===== src/rtl/seq_scan_ctrl.sv =====
// rtl/seq_scan_ctrl.sv - serial 4-bit pattern scanner with a match counter and run/done control
// Matches overlap; a nonzero target ends the run in DONE on the edge that reaches it.
module seq_scan_ctrl #(
  parameter int CNT_W = 8
) (
  input  logic             clk,
  input  logic             clr,
  input  logic             cfg_we,
  input  logic [3:0]       cfg_pattern,
  input  logic [CNT_W-1:0] cfg_target,
  input  logic             start,
  input  logic             stop,
  input  logic             x,
  input  logic             x_valid,
  output logic             busy,
  output logic             done,
  output logic             match,
  output logic [CNT_W-1:0] match_cnt,
  output logic [1:0]       state
);

  typedef enum logic [1:0] {
    S_IDLE = 2'b00,
    S_RUN  = 2'b01,
    S_DONE = 2'b10,
    S_BAD  = 2'b11
  } state_t;

  localparam logic [CNT_W-1:0] CNT_MAX = '1;

  state_t           r_state;
  logic [3:0]       r_pattern;
  logic [CNT_W-1:0] r_target;
  logic [3:0]       r_window;
  logic [2:0]       r_fill;
  logic [CNT_W-1:0] r_cnt;
  logic             r_match;

  state_t           w_state_nxt;
  logic [3:0]       w_pattern_nxt;
  logic [CNT_W-1:0] w_target_nxt;
  logic [3:0]       w_window_nxt;
  logic [2:0]       w_fill_nxt;
  logic [CNT_W-1:0] w_cnt_nxt;
  logic             w_match_nxt;

  logic [3:0]       w_shift;
  logic [CNT_W-1:0] w_cnt_inc;
  logic             w_hit;

  assign w_shift   = {r_window[2:0], x};
  assign w_cnt_inc = (r_cnt == CNT_MAX) ? r_cnt : r_cnt + CNT_W'(1);
  // Fewer than three earlier bits means the window still holds reset zeros.
  assign w_hit     = (r_fill >= 3'd3) && (w_shift == r_pattern);

  always_comb begin
    w_state_nxt   = r_state;
    w_pattern_nxt = r_pattern;
    w_target_nxt  = r_target;
    w_window_nxt  = r_window;
    w_fill_nxt    = r_fill;
    w_cnt_nxt     = r_cnt;
    w_match_nxt   = 1'b0;
    case (r_state)
      S_IDLE, S_DONE: begin
        if (cfg_we) begin
          w_pattern_nxt = cfg_pattern;
          w_target_nxt  = cfg_target;
        end
        if (start) begin
          w_state_nxt  = S_RUN;
          w_window_nxt = 4'b0000;
          w_fill_nxt   = 3'd0;
          w_cnt_nxt    = '0;
        end
      end
      S_RUN: begin
        if (stop) begin
          w_state_nxt = S_IDLE;
        end else if (x_valid) begin
          w_window_nxt = w_shift;
          w_fill_nxt   = (r_fill == 3'd4) ? r_fill : r_fill + 3'd1;
          if (w_hit) begin
            w_match_nxt = 1'b1;
            w_cnt_nxt   = w_cnt_inc;
            if ((r_target != '0) && (w_cnt_inc == r_target)) begin
              w_state_nxt = S_DONE;
            end
          end
        end
      end
      default: w_state_nxt = S_IDLE;
    endcase
  end

  always_ff @(posedge clk) begin
    if (clr) begin
      r_state   <= S_IDLE;
      r_pattern <= 4'b0000;
      r_target  <= '0;
      r_window  <= 4'b0000;
      r_fill    <= 3'd0;
      r_cnt     <= '0;
      r_match   <= 1'b0;
    end else begin
      r_state   <= w_state_nxt;
      r_pattern <= w_pattern_nxt;
      r_target  <= w_target_nxt;
      r_window  <= w_window_nxt;
      r_fill    <= w_fill_nxt;
      r_cnt     <= w_cnt_nxt;
      r_match   <= w_match_nxt;
    end
  end

  assign busy      = (r_state == S_RUN);
  assign done      = (r_state == S_DONE);
  assign match     = r_match;
  assign match_cnt = r_cnt;
  assign state     = r_state;

endmodule

===== config.mk =====
export PLATFORM = sky130hd
export DESIGN_NAME = seq_scan_ctrl
export DESIGN_NICKNAME = d
export VERILOG_FILES = /design/src/rtl/seq_scan_ctrl.sv
export SDC_FILE = /design/constraint.sdc
export NUM_CORES = 1
export LEC_CHECK = 0
export ABC_AREA = 1
export CORE_ASPECT_RATIO = 0.7
export CORE_MARGIN = 4
export CORE_UTILIZATION = 45
export CTS_CLUSTER_SIZE = 30
export DETAILED_ROUTE_END_ITERATION = 7
export PLACE_DENSITY = 0.7
export SYNTH_ARGS = -nofsm -noshare
export SYNTH_HDL_FRONTEND = slang
export SYNTH_SLANG_ARGS = --single-unit

===== constraint.sdc =====
create_clock -name clk -period 4.1 [get_ports clk]
set_input_delay 0.615 -clock clk [delete_from_list [all_inputs] [get_ports clk]]
set_output_delay 0.615 -clock clk [all_outputs]
set_load 0.05 [all_outputs]

# [Word level (Yosys, flattened, before mapping)]
# Index checks and enable logic that the tools add are counted.
[classes] add_sub_neg=2 magnitude_cmp=1 eq_ne=14 muxes=22 bitwise=2 reduce_logical=12
[op_table] operator="$mux 8" n=5
[op_table] operator="$mux 3" n=7
[op_table] operator="$pmux 8 s2" n=1
[op_table] operator="$pmux 3 s2" n=2
[op_table] operator="$mux 2" n=5
[op_table] operator="$reduce_and 5->1" n=2
[op_table] operator="$add 8x1->8 const B" n=1
[op_table] operator="$eq 8x8->1" n=1
[op_table] operator="$eq 8x8->1 const B" n=1
[op_table] operator="$ne 2x2->1 const B" n=4
[op_table] operator="$reduce_and 4->1" n=2
[op_table] operator="$reduce_bool 8->1" n=1
[op_table] operator="$ne 3x2->1 const B" n=2
[op_table] operator="$eq 4x4->1" n=1
[op_table] operator="$pmux 2 s2" n=1
[op_table] operator="$reduce_or 4->1" n=1
[op_table] operator="$add 3x1->3 const B" n=1
[op_table] operator="$eq 3x3->1 const B" n=1
[op_table] operator="$ge 3x2->1 const B" n=1
[op_table] operator="$ne 3x3->1 const B" n=1
[op_table] operator="$eq 2x1->1 const B" n=1
[op_table] operator="$eq 2x2->1 const B" n=1
[op_table] operator="$logic_and 1x1->1" n=2
[op_table] operator="$logic_not 2->1" n=1
[op_table] operator="6 further kinds" n=7
[word_totals] register_bits=29 input_bits=19 out_inout_bits=13

# [Logic depth before layout (Yosys ltp)]
[logic_depth] word_depth=9 mapped_depth=16 ltp_nobuf=15

# [Least setup slack after synthesis]
# OpenSTA, ideal clock, no wires.
[synth_path] kind="reg-to-reg" from="register r_state[1], in the netlist state[1]" to="register r_fill[2]" arrival_ns=1.960 setup_slack_ns=2.008 stages_incl_launch_ff=8 path_buffers=0 period_less_slack_ns=2.092 cell_sequence="dfxtp_1 > inv_1 > nand2_2 > clkinv_1 > o21ai_0 > o211ai_1 > o21ai_0 > a21oi_1"
[synth_lines] item="start: declaration" line_no="31" text="state_t r_state;"
[synth_lines] item="start signal: assignment" line_no="106" text="r_state <= w_state_nxt;"
[synth_lines] item="$eq 2x1->1 *"
[synth_lines] item="via busy" line_no="15" text="output logic busy,"
[synth_lines] item="$ne 2x2->1 (no line) / $reduce_bool 2->1 (equally long branches)"
[synth_lines] item="$reduce_and 5->1 (no line)"
[synth_lines] item="end signal: assignment" line_no="110" text="r_fill <= w_fill_nxt;"
[synth_lines] item="end: declaration" line_no="35" text="logic [2:0] r_fill;"
# Mark *: on every way through the listed nets, which the timed path passes. The rest lies on a longest branch.
# A chain may end at the register's enable or synchronous reset.

# [Worst setup path in the final report]
[layout_path] from="register r_state[0], in the netlist state[0]" to="output busy"
[layout_via] elab_chain_cells=1
[layout_rtl] item="$eq 2x1->1" line_no="116" text="assign busy = (r_state == S_RUN);"
[layout_rtl] item="end: declaration" line_no="15"
# No other way between the ends.

==> impl_metrics.prom <==
# TYPE chip_impl_metric gauge
chip_impl_metric{name="drc",unit=""} 0
chip_impl_metric{name="post_synth_edffs",unit=""} 0
chip_impl_metric{name="max-clock-path-buffers",unit=""} 2
chip_impl_info{name="cp-startpoint",value="state[0]"} 1
chip_impl_metric{name="critPathBufInv",unit=""} 2
chip_impl_metric{name="final_max_slew_viol_count",unit=""} 0
chip_impl_metric{name="buffer_ports.inserted",unit=""} 31
chip_impl_metric{name="drt_first_pass_iters",unit=""} 5
chip_impl_metric{name="clock_tree.htree_level_count",unit=""} 2
chip_impl_metric{name="vias",unit=""} 1747
chip_impl_info{name="worstReg2RegEnd",value="state[0]"} 1
chip_impl_metric{name="max_freq",unit="MHz"} 399
chip_impl_metric{name="ctsResizeCount",unit=""} 0
chip_impl_metric{name="tritoncts_num_sinks",unit=""} 29
chip_impl_metric{name="cts.hold.buffers_added",unit=""} 0
chip_impl_metric{name="clock_period_minus_final_worst_setup_slack",unit="ns"} 2.50
chip_impl_metric{name="period_share",unit="%"} 61.1
chip_impl_metric{name="register_bit_count_reported_by_yosys",unit=""} 29
chip_impl_metric{name="worst_slew_pin_slew",unit="ns"} 0.618
chip_impl_metric{name="top_level_ports",unit=""} 32
chip_impl_metric{name="drtAntennaViolNets",unit=""} 0
chip_impl_metric{name="critPathArrivalTime",unit="ns"} 1.89
chip_impl_metric{name="post_cts.repair.setup_buffers",unit=""} 0
chip_impl_metric{name="ys_async_sr_fraction",unit="%"} 0
chip_impl_metric{name="detailedRoute.firstIterationViolations",unit=""} 84
chip_impl_info{name="cts_tree",value="yes"} 1
chip_impl_metric{name="antenna_found_initial",unit=""} 0
chip_impl_metric{name="cp_data_required_time",unit="ns"} 3.48
chip_impl_metric{name="postLayoutCoreUtil",unit="%"} 60.2
chip_impl_metric{name="finalSetupViolCount",unit=""} 0
chip_impl_info{name="crit_type",value="reg -> out"} 1
chip_impl_metric{name="slew_headroom",unit="%"} 58.7
chip_impl_metric{name="cts-buffers-inserted",unit=""} 5
chip_impl_info{name="unrepaired_setup_endpoints_after_global_routing",value="false"} 1
chip_impl_info{name="start_kind",value="flip-flop"} 1
chip_impl_info{name="worst_r2r_start",value="match_cnt[1]"} 1
chip_impl_info{name="clockRootBuffer",value="sky130_fd_sc_hd__clkbuf_8"} 1
chip_impl_metric{name="timing.final.hold_violations",unit=""} 0
chip_impl_info{name="ys_dominant_reg_cell",value="sky130_fd_sc_hd__dfxtp_1"} 1
chip_impl_metric{name="grt_max_degree",unit=""} 22
chip_impl_metric{name="detailedPlacementHpwl",unit="mm"} 3.28
chip_impl_metric{name="timing.critical_path.depth",unit=""} 3
chip_impl_metric{name="synthesis.area_per_instance",unit="um^2"} 6.51
chip_impl_metric{name="dieArea",unit="mm^2"} 0.00492
chip_impl_metric{name="initial_utilization",unit="%"} 48.1
chip_impl_info{name="cp_max_stage_cell",value="sky130_fd_sc_hd__clkdlybuf4s50_1"} 1
chip_impl_metric{name="drive_above_1_share",unit="%"} 7.69
chip_impl_metric{name="first_pass_grt_wire_length",unit="mm"} 6.82
chip_impl_metric{name="grt_usage",unit="%"} 18.5
chip_impl_info{name="crit_path_to",value="busy"} 1
chip_impl_metric{name="flow.area_growth_from_synthesis",unit="%"} 25.4
chip_impl_metric{name="finalHoldWorstSlack",unit="ns"} 0.498
chip_impl_metric{name="placementRows",unit=""} 18
chip_impl_metric{name="antenna-diode-count",unit=""} 0
chip_impl_metric{name="fin_nets",unit=""} 322
chip_impl_metric{name="power_density",unit="mW/mm^2"} 314
chip_impl_metric{name="fp.coreArea",unit="mm^2"} 0.00360
chip_impl_metric{name="detail_route.wl_per_cell",unit="um"} 11.9
chip_impl_metric{name="routabilityCongestion",unit=""} 0.879
chip_impl_metric{name="tns",unit="ns"} 0
chip_impl_metric{name="dieWidth",unit="um"} 82.1
chip_impl_metric{name="vias_per_cell",unit=""} 5.01
chip_impl_metric{name="synth_cells",unit=""} 266
chip_impl_metric{name="reg2reg_depth",unit=""} 13
chip_impl_info{name="status",value="finished, final reports clean"} 1
chip_impl_info{name="path_cells",value="nand2_2 -> clkinv_1 -> clkdlybuf4s50_1"} 1
chip_impl_metric{name="clk-insertion-delay-late",unit="ns"} 0.28
chip_impl_metric{name="gr-total-overflow",unit=""} 0
chip_impl_info{name="hold_path.class",value="reg -> reg"} 1
chip_impl_metric{name="critical_path_peak_fanout",unit=""} 8
chip_impl_metric{name="clk_transition_reported_paths",unit="ns"} 0.06
chip_impl_info{name="critPathTopFamily",value="buffers and inverters"} 1
chip_impl_metric{name="worst_path_largest_cell_delay",unit="ns"} 0.83
chip_impl_metric{name="power.static_leakage",unit="nW"} 0.961
chip_impl_metric{name="yosys_warnings",unit=""} 0
chip_impl_metric{name="seq_total_area_yosys",unit="%"} 33.5
chip_impl_metric{name="skew",unit="ns"} 0.00611
chip_impl_metric{name="vias_in_the_first_global_route",unit=""} 1464
chip_impl_metric{name="finalWirelength",unit="mm"} 4.15
chip_impl_metric{name="floorplan.die.height",unit="um"} 59.9
chip_impl_metric{name="mappedNetlistArea",unit="mm^2"} 0.00173
chip_impl_metric{name="syn_nets",unit=""} 289
chip_impl_metric{name="ys_types",unit=""} 30
chip_impl_metric{name="worst-r2r-setup-slack",unit="ns"} 2.22
chip_impl_metric{name="max-vdd-ir-drop",unit="mV"} 0.236
chip_impl_info{name="crit_path_end_kind",value="primary output"} 1
chip_impl_metric{name="timing.max_cap.violations",unit=""} 0
==> worst min-delay path by stage <==
stage / cells after the start / end / slack (ns) / startpoint
2_1_floorplan: 2 / r_target[3] / 0.46 / r_target[3]
3_3_place_gp: 2 / r_target[3] / 0.49 / r_target[3]
5_1_grt: 2 / r_target[5] / 0.52 / r_target[5]
3_5_place_dp: 2 / r_pattern[1] / 0.49 / r_pattern[1]
6_report: 2 / r_target[5] / 0.50 / r_target[5]
4_1_cts: 2 / r_fill[2] / 0.50 / r_fill[2]
==> metrics by stage <==
stage          setup WS (ns)  power, mW  std cells  area (um^2)
6_report                1.60      0.681        349         2170
2_1_floorplan           2.01      0.409        266         1730
3_3_place_gp            1.89      0.453        342         2080
5_1_grt                 1.50      0.720        349         2170
4_1_cts                 1.59      0.687        349         2170
3_5_place_dp            1.89      0.454        342         2080
==> layout by cell type, fill, tap and decap left out <==
cell type | synthesis | routed
sky130_fd_sc_hd__o21bai_1 | 2 | 2
sky130_fd_sc_hd__nor2_1 | 29 | 29
sky130_fd_sc_hd__dfxtp_1 | 29 | 29
sky130_fd_sc_hd__inv_2 | 1 | 1
sky130_fd_sc_hd__a211oi_1 | 2 | 2
sky130_fd_sc_hd__nor2_8 | 1 | 1
sky130_fd_sc_hd__a21oi_1 | 25 | 25
sky130_fd_sc_hd__o21bai_2 | 1 | 1
sky130_fd_sc_hd__ha_1 | 4 | 4
sky130_fd_sc_hd__nor2_2 | 3 | 3
sky130_fd_sc_hd__nor2_4 | 1 | 1
sky130_fd_sc_hd__xnor2_1 | 2 | 2
sky130_fd_sc_hd__inv_1 | 28 | 28
sky130_fd_sc_hd__nor3_1 | 3 | 3
sky130_fd_sc_hd__nand4_1 | 1 | 1
sky130_fd_sc_hd__clkbuf_8 | 0 | 6
sky130_fd_sc_hd__nand2_1 | 68 | 68
sky130_fd_sc_hd__nand2_4 | 2 | 2
sky130_fd_sc_hd__clkdlybuf4s50_1 | 0 | 31
sky130_fd_sc_hd__nor3b_2 | 1 | 1
sky130_fd_sc_hd__o21ai_0 | 18 | 18
sky130_fd_sc_hd__clkinv_1 | 1 | 1
sky130_fd_sc_hd__xor2_1 | 4 | 4
sky130_fd_sc_hd__o21ai_1 | 1 | 1
sky130_fd_sc_hd__and3_1 | 1 | 1
sky130_fd_sc_hd__clkinv_2 | 1 | 1
sky130_fd_sc_hd__nand2_2 | 6 | 6
sky130_fd_sc_hd__o211ai_1 | 1 | 1
sky130_fd_sc_hd__nand3b_1 | 1 | 1
sky130_fd_sc_hd__nand3_1 | 24 | 24
sky130_fd_sc_hd__clkbuf_1 | 4 | 1
==> worst reg2reg max path, delay by kind of cell (launching register included) <==
kind                       cells  cell delay (ns)
adders and majority gates      1             0.27
and+or+nand+nor               11             1.06
DFF                            1             0.42
buffers and inverters          1             0.03
==> report_power, final <==
group          switching [mW]  leakage (nW)  total, mW  internal [mW]
registers              0.0145         0.238      0.315          0.300
logic                  0.0800         0.679      0.134         0.0542
clock network          0.0994        0.0443      0.232          0.133
total                   0.194         0.961      0.681          0.487
==> synth_stat cells (all sizes together) (2+ instances only) <==
library cell	n	share of area (%)
nand2	76	18
nor2	34	9.2
dfxtp	29	34
inv	29	6.3
a21oi	25	7.2
nand3	24	6.9
o21ai	19	5.5
clkbuf	4	0.87
ha	4	2.9
xor2	4	2.0
nor3	3	0.87
o21bai	3	1.5
a211oi	2	0.87
clkinv	2	0.51
xnor2	2	1.0
==> flip-flops by register name, summed over array words and instances, names as in the netlist <==
register / cells
match_cnt: 8
state: 2
r_fill: 3
r_target: 8
match: 1
r_pattern: 4
r_window: 3
==> metal layers <==
layer,vias to the layer above,GRT usage (%),routed length (um)
li1,924,-,-
met1,769,27.5,2160
met2,50,25.2,1620
met3,4,5.27,321
met4,0,6.40,48
met5,-,0,0
==> final cells by class <==
class	instances	area [um^2]
fill	369	1430
multi-input combinational	201	1010
sequential	29	581
timing repair buffer	31	310
inverter	31	118
clock buffer	7	86.3
tap	50	62.6
==> logic make-up after synthesis <==
kind of cell | Yosys count | share of synthesized area, %
flops | 29 | 33.5
simple gates | 141 | 37.1
xor+xnor | 6 | 3.03
buf+inv | 36 | 7.95
compound gates | 50 | 15.5
fa+ha+maj | 4 | 2.89
No activity file was read; power rests on OpenSTA's default activity.
